===== src/rtl/dma_priority_resolver.sv =====
// DMA channel request resolver: synchronises DREQ, applies masks and
// polarity, picks one winner and holds the grant until service ends.
module dma_priority_resolver #(
    parameter int          NUM_CH   = 4,
    parameter logic [1:0]  LAST_RST = 2'd3
) (
    input  logic              CLK,
    input  logic              RESET,
    input  logic [NUM_CH-1:0] DREQ,
    input  logic [NUM_CH-1:0] soft_req,
    input  logic [NUM_CH-1:0] mask,
    input  logic              cmd_disable,
    input  logic              cmd_rotate,
    input  logic              cmd_dreq_low,
    input  logic              cmd_dack_high,
    input  logic              valid_dack,
    input  logic              svc_done,
    output logic [NUM_CH-1:0] valid_dreq,
    output logic [NUM_CH-1:0] DACK,
    output logic [1:0]        grant_ch,
    output logic              busy,
    output logic [NUM_CH-1:0] soft_clr
);

    typedef enum logic [1:0] {
        IDLE = 2'd0,
        PEND = 2'd1,
        SERV = 2'd2
    } state_t;

    state_t            state;
    logic [NUM_CH-1:0] dreqS;
    logic [NUM_CH-1:0] pend;
    logic [NUM_CH-1:0] dackInt;
    logic [1:0]        lastServed;
    logic [1:0]        winner;
    logic              winFound;

    function automatic logic [NUM_CH-1:0] oneHot(input logic [1:0] idx);
        logic [NUM_CH-1:0] v;
        v      = '0;
        v[idx] = 1'b1;
        return v;
    endfunction

    assign pend = (dreqS | soft_req) & ~mask;
    assign busy = (state != IDLE);
    assign DACK = cmd_dack_high ? dackInt : ~dackInt;

    // Rotating scan starts just past the last served channel; the
    // 2-bit index wraps 3->0 naturally.
    always_comb begin
        logic [1:0] idx;
        winner   = 2'd0;
        winFound = 1'b0;
        idx      = 2'd0;
        for (int k = 1; k <= NUM_CH; k++) begin
            idx = cmd_rotate ? lastServed + 2'(k) : 2'(k - 1);
            if (!winFound && pend[idx]) begin
                winner   = idx;
                winFound = 1'b1;
            end
        end
    end

    always_ff @(posedge CLK) begin
        if (RESET) begin
            dreqS <= '0;
        end else begin
            dreqS <= DREQ ^ {NUM_CH{cmd_dreq_low}};
        end
    end

    always_ff @(posedge CLK) begin
        if (RESET) begin
            state      <= IDLE;
            valid_dreq <= '0;
            dackInt    <= '0;
            grant_ch   <= 2'd0;
            soft_clr   <= '0;
            lastServed <= LAST_RST;
        end else begin
            soft_clr <= '0;
            unique case (state)
                IDLE: begin
                    if (winFound && !cmd_disable) begin
                        grant_ch   <= winner;
                        valid_dreq <= oneHot(winner);
                        state      <= PEND;
                    end
                end
                PEND: begin
                    // An acknowledge beats a same-cycle withdrawal.
                    if (valid_dack) begin
                        dackInt <= oneHot(grant_ch);
                        state   <= SERV;
                    end else if (!pend[grant_ch]) begin
                        valid_dreq <= '0;
                        state      <= IDLE;
                    end
                end
                SERV: begin
                    if (svc_done) begin
                        valid_dreq <= '0;
                        dackInt    <= '0;
                        lastServed <= grant_ch;
                        if (soft_req[grant_ch]) begin
                            soft_clr <= oneHot(grant_ch);
                        end
                        state <= IDLE;
                    end
                end
                default: begin
                    valid_dreq <= '0;
                    dackInt    <= '0;
                    state      <= IDLE;
                end
            endcase
        end
    end

endmodule


===== config.mk =====
export PLATFORM = sky130hd
export DESIGN_NAME = dma_priority_resolver
export DESIGN_NICKNAME = d
export VERILOG_FILES = /design/src/rtl/dma_priority_resolver.sv
export SDC_FILE = /design/constraint.sdc
export NUM_CORES = 1
export LEC_CHECK = 0
export ABC_AREA = 1
export ABC_CLOCK_PERIOD_IN_PS = 4250
export CORE_MARGIN = 1.5
export CORE_UTILIZATION = 50
export CTS_CLUSTER_SIZE = 24
export DETAILED_ROUTE_END_ITERATION = 10
export PLACE_DENSITY_LB_ADDON = 0.25
export SLEW_MARGIN = 0
export SYNTH_ARGS = -nofsm -noshare
export SYNTH_HDL_FRONTEND = slang
export SYNTH_SLANG_ARGS = --single-unit

===== constraint.sdc =====
create_clock -name CLK -period 4.25 [get_ports CLK]
set_clock_uncertainty 0.05 [all_clocks]
set_input_delay 0.6375 -clock CLK [delete_from_list [all_inputs] [get_ports CLK]]
set_output_delay 0.6375 -clock CLK [all_outputs]
set_load 0.05 [all_outputs]

==> reports/qor.log <==
INFO  drt            drt-wirelength-per-cell=10.3um
INFO  clock_tree     cts.sinks=22
INFO  power          clkPwrFrac=0.226
INFO  synth          synth_nets=217
INFO  status         run_status=complete, no violations
INFO  layout         syn_to_final_growth=31.9%
INFO  placed_design  io_port_bufs=34
INFO  floorplanning  core=2430um^2
INFO  clock_tree     clk_path_buf_depth=2
INFO  sta            grt_setup_unrepaired=no
INFO  sta            timing_max_transition_violations_final=0
INFO  clock_tree     h-tree-depth=1
INFO  floorplanning  height_of_the_die=53.3um
INFO  setup_path     crit_path_top_delay_cell=sky130_fd_sc_hd__clkdlybuf4s50_1
INFO  clock_tree     worst_skew_pair.late_latency=0.31ns
INFO  synth          synth_largest_type_area_fraction=0.349
INFO  sta            slew_headroom=0.632
INFO  worst_hold_path hp-class=reg -> reg
INFO  setup_path     critPathBufInv=2
INFO  clock_tree     cts.hold.buffers_added=0
INFO  setup_path     max_stage_delay=0.82ns
INFO  floorplanning  width_of_the_chip=53.3um
INFO  setup_path     crit_path_frequent_cell=sky130_fd_sc_hd__clkdlybuf4s50_1
INFO  floorplanning  initial_utilization=0.520
INFO  floorplanning  floorplan.die_area=2840um^2
INFO  floorplanning  rows=18
INFO  sta            timing.final.setup_violations=0
INFO  synth          postSynth.topFlopCell=sky130_fd_sc_hd__dfxtp_1
INFO  layout         drive_gt1_frac=0.0819
INFO  setup_path     start_kind=input pin
INFO  sta            fmax=0.347GHz
INFO  setup_path     critPathTopFamily=buffers and inverters
INFO  placed_design  hpwl=2230um
INFO  sta            worst_pin_slew=0.550ns
INFO  drt            drc=0
INFO  floorplanning  ios=35
INFO  global_routing grt_start_max_net_pins=16
INFO  drt            routed_via_count_divided_by_cell_count=4.90
INFO  clock_tree     cts_tree=done
INFO  synth          synth_cells=197
INFO  synth          synth_warn=0
INFO  clock_tree     postCtsSetupRepairBufs=0
INFO  setup_path     worstPathArrival=2.19ns
INFO  setup_path     cp-end-kind=output pin
INFO  synth          synthArstFlopShare=0
INFO  synth          most_frequent_cell_after_synthesis=sky130_fd_sc_hd__nand2_1
INFO  sta            finalHoldViolations=0
INFO  clock_tree     cts_made_buffers=3
INFO  drt            antenna_violating_nets_left=0
INFO  synth          synth.ff_latch_count=22
INFO  drt            drt_pre_antenna_iters=4
INFO  clock_tree     clock_pin_slew_worst_setup_and_hold_paths=0.11ns
INFO  placed_design  gp_routability_congestion=0.809
INFO  power          power.net_switching=0.173mW
INFO  power          combPwrFrac=0.329
INFO  power          worst_ir_drop_vdd=0.225mV
INFO  power          power_density=303nW/um^2
INFO  clock_tree     cts.repair.resized=0
INFO  global_routing grt_first_pass_wirelength=4490um
INFO  power          power_leakage=0.770nW
INFO  power          share_seq_of_total_power=0.445
INFO  sta            setup-tns-final=0ns
INFO  setup_path     critical_path_type=in -> out
INFO  drt            vias=1283
INFO  synth          synth.distinct_cells=20
INFO  run            max_cap_viol=0
INFO  sta            layout_min_cycle_time=2.88ns
INFO  power          netSwitchingFraction=0.343
INFO  clock_tree     clock_tree.root_cell=sky130_fd_sc_hd__clkbuf_4
INFO  synth          syn_avg_cell_area=6.41um^2
INFO  setup_path     cp.required=3.56ns
INFO  synth          synth.largest_area_cell=sky130_fd_sc_hd__dfxtp_1
INFO  setup_path     cp_cell_sequence=clkdlybuf4s50_1 > xnor2_1 > clkdlybuf4s50_1
INFO  layout         final_net_count=253
INFO  global_routing global_route.usage.total=0.213
INFO  global_routing antenna_violations_before_repair=0
INFO  layout         n_diodes=0
INFO  power          p_int=0.332mW
INFO  drt            first_iter_violations=12
INFO  synth          synth.cell_area=1260um^2
INFO  sta            period_share=0.678
INFO  drt            postRouteWirelength=2710um
INFO  global_routing global_route.overflow_total=0
INFO  power          p_total=0.505mW
INFO  global_routing grt_pass1_vias=1121
INFO  synth          synth_enable_flop_cells=0
INFO  synth          synthTopCellsByCount=44 x sky130_fd_sc_hd__nand2_1, 30 x sky130_fd_sc_hd__inv_1, 28 x sky130_fd_sc_hd__nand3_1, 22 x sky130_fd_sc_hd__dfxtp_1, 22 x sky130_fd_sc_hd__nor2_1
INFO  synth          ys_seq_area_frac=0.349
INFO  synth          synth_area_leaders=sky130_fd_sc_hd__dfxtp_1 35%, sky130_fd_sc_hd__nand2_1 13%, sky130_fd_sc_hd__nand3_1 11%
INFO  setup_path     path_max_fanout=4
-- state kept, by name, summed over array words and instances, names as in the netlist --
register	flops
dackInt	4
lastServed	2
dreqS	4
state	2
valid_dreq	4
soft_clr	4
grant_ch	2
-- layer usage --
metal | GRT usage | routed length [um]
met1 | 0.284 | 1360
met2 | 0.356 | 1240
met3 | 0.0254 | 73
met4 | 0.0641 | 29
met5 | 0 | 0
-- worst register-to-register path, cell delays in order (launching register included) --
cell and delay, ns:
sky130_fd_sc_hd__dfxtp_1 0.43, sky130_fd_sc_hd__inv_2 0.07, sky130_fd_sc_hd__nand2_2 0.11, sky130_fd_sc_hd__nand3_1 0.16, sky130_fd_sc_hd__nand3_1 0.13, sky130_fd_sc_hd__nand2_2 0.10
sky130_fd_sc_hd__nand2_2 0.10, sky130_fd_sc_hd__nand3_1 0.11, sky130_fd_sc_hd__nor2_1 0.22, sky130_fd_sc_hd__nor2_4 0.06, sky130_fd_sc_hd__nand3_1 0.07, sky130_fd_sc_hd__a21oi_1 0.06
-- area by class of cell --
type | instances | area (um^2)
sequential | 22 | 440
clock buffer | 4 | 36.3
multi-input combinational | 136 | 677
inverter | 36 | 135
tap | 30 | 37.5
fill | 228 | 766
timing repair buffer | 34 | 340
-- kinds of logic after synthesis --
logic type	Yosys count	share of synthesized area
and+or+nand+nor	105	0.374
buffers and inverters	39	0.116
AOI/OAI and AO/OA	23	0.106
xor gates and xnor gates	8	0.0554
DFF	22	0.349
-- cell usage in the layout (no fill, tap or decap), drive strengths merged --
master	instances
nand2	48
o2111ai	1
o21ai	3
nand3	28
nor4	1
nor2	26
xnor2	8
inv	36
clkdlybuf4s50	34
clkbuf	4
dfxtp	22
o211ai	3
a22oi	3
a21oi	13
nand4	2
-- metrics by stage --
stage	hold slack (ns)	setup WS (ns)	utilization	instance area, um^2	std cells
floorplan	0.429	1.93	-	1260	197
detailed placement	0.409	1.36	0.670	1630	258
global route	0.450	1.31	0.685	1670	262
CTS	0.426	1.36	0.685	1670	262
global placement	0.406	1.39	0.670	1630	258
finish	0.424	1.37	0.685	1670	262
-- worst paths after layout --
check / slack (ns) / to / startpoint / depth (start not counted)
worst min-delay path: 0.42 / valid_dreq[1] / valid_dreq[1] / 2
worst max register to register: 2.46 / valid_dreq[0] / lastServed[0] / 11
worst max-delay path: 1.37 / DACK[1] / cmd_dack_high / 3
worst min register to register: 0.42 / valid_dreq[1] / valid_dreq[1] / 2
-- power by group through the flow --
stage                     clock network (mW)  registers, mW  logic [mW]
after global placement                     0          0.230       0.164
after CTS                              0.117          0.225       0.167
after floorplan                            0          0.247      0.0952
final                                  0.114          0.225       0.166
after detailed placement                   0          0.230       0.166
after global routing                   0.124          0.228       0.184
(Power assumes the default switching activity.)
==> RTL edit, RTL diff (same settings) <==
Change the parameter `NUM_CH` from 4 to 5.
--- a/src/rtl/dma_priority_resolver.sv
+++ b/src/rtl/dma_priority_resolver.sv
@@ -1,7 +1,7 @@
 // DMA channel request resolver: synchronises DREQ, applies masks and
 // polarity, picks one winner and holds the grant until service ends.
 module dma_priority_resolver #(
-    parameter int          NUM_CH   = 4,
+    parameter int          NUM_CH   = 5,
     parameter logic [1:0]  LAST_RST = 2'd3
 ) (
     input  logic              CLK,
Ports: changed (6 resized); port bits go from 35 to 41. The function was not compared with the original's and may differ.
==> RTL edit against the unedited design <==
Core utilization shrank 0.64 points; power shrank 3.8%; design area grew 0.90%; routed wire length grew 12%; setup slack lost 0.029 ns; area after synthesis grew 2.7%; sequential cell count is the same; highest routed layer unchanged.
==> RTL edit: results <==
run_status:
  status: "complete, no violations"
layout:
  drive_gt1_share_pct: 8.696
  diodes: 0
  final.fill_count: 239
logic_synthesis:
  seq_area_frac_synth_pct: 33.94
  avgSynthCellArea_um2: 6.586
  ys_warn_count: 0
  synth_area_leaders: "dfxtp_1, nand2_1, inv_1, nor2_1, nand3_1"
  async_flop_share_pct: 0
  synth.distinct_cells: 26
  dominantRegCellSynth: "dfxtp_1"
  synthTopCellsByCount: "nand2_1, inv_1, nor2_1"
critical_path:
  max_stage_delay_ns: 0.83
  rrSetupSlack_ns: 2.52
  arrival_ns: 2.22
  cp_max_fo: 5
  crit_family: "buffers and inverters"
  crit_slowest_cell: "clkdlybuf4s50_1"
grt:
  grt_pass1_wl_um: 5002
  grt_antenna_before_repair: 0
  grt_usage_pct: 23.95
  grt_pass1_vias: 1244
  grt_max_degree: 17
pwr:
  peakVddDrop_uv: 194.9
  p_leak_nw: 0.7823
clocking:
  htree_levels: 1
  clock_latency_ns: 0.30
  cts_made_buffers: 3
  ctsResizeCount: 0
  clk_pin_slew_worst_paths_ns: 0.11
  cts_root_buf: "clkbuf_4"
  cts_buffer_depth: 2
  postCtsSetupRepairBufs: 0
drt:
  num_vias: 1324
  vias_per_cell: 5.092
  drt_iter0_drc: 41
  wl_um: 3024
sta:
  maxSlewViolCount: 0
  finalWorstSetupSlack_ns: 1.339
  max-slew-margin-rel_pct: 61.55
  whs_ns: 0.4200
place:
  place_area_mm2: 0.001659
  hpwl_um: 2443
  io_buffers: 35
  gp_congestion: 0.7846
min_path:
  hp-class: "flop to flop"
## RTL edit: cell count changes after synthesis, sizes merged, moves of 2 or more
cell,before,now
buf,0,2
nand2,48,43
nand3,28,20
nor2,26,30
o21ai,3,7
o22ai,0,2
## RTL edit: routing by layer
layer	routed length, µm	GRT usage, %	vias to the layer above	share of wire, %
li1	-	-	683	-
met1	1386	28.55	599	46
met5	0	0	-	0
met2	1470	43.29	35	49
met3	110	3.056	7	3.6
met4	57	8.974	0	1.9
## RTL edit: final cells by class
type	instances	area [µm²]	share of cell area, %
Multi-Input combinational cell	135	699.4	41.59
Tap cell	30	37.54	2.232
Clock buffer	3	22.52	1.339
Inverter	35	131.4	7.813
Sequential cell	22	440.4	26.19
Timing Repair Buffer	35	350.3	20.83
## RTL edit: power by group
part / switching (W) / internal [W] / total, W / leakage, nW
logic: 0.000108 / 0.0000615 / 0.000170 / 0.589
registers: 0.00000767 / 0.000217 / 0.000224 / 0.179
clock network: 0.0000585 / 0.0000331 / 0.0000916 / 0.0138
## RTL edit: cells by family after synthesis
kind of cell	synth area share (%)
AO/OA/AOI/OAI	13.69
XOR/XNOR	5.400
buffers and inverters	12.44
flip-flops	33.94
other	0.2890
AND/OR/NAND/NOR	34.23
## RTL edit: worst paths after layout
kind	start	to	cells past startpoint
max	cmd_dack_high	DACK[0]	3
min reg2reg	valid_dreq[0]	valid_dreq[0]	2
max reg2reg	lastServed[0]	valid_dreq[1]	11
min	valid_dreq[0]	valid_dreq[0]	2
## RTL edit: worst min-delay path: cells and delay by family (launching register included)
family | cells | cell delay, ns
AND/OR/NAND/NOR | 1 | 0.06
AO/OA/AOI/OAI | 1 | 0.06
flip-flops | 1 | 0.32
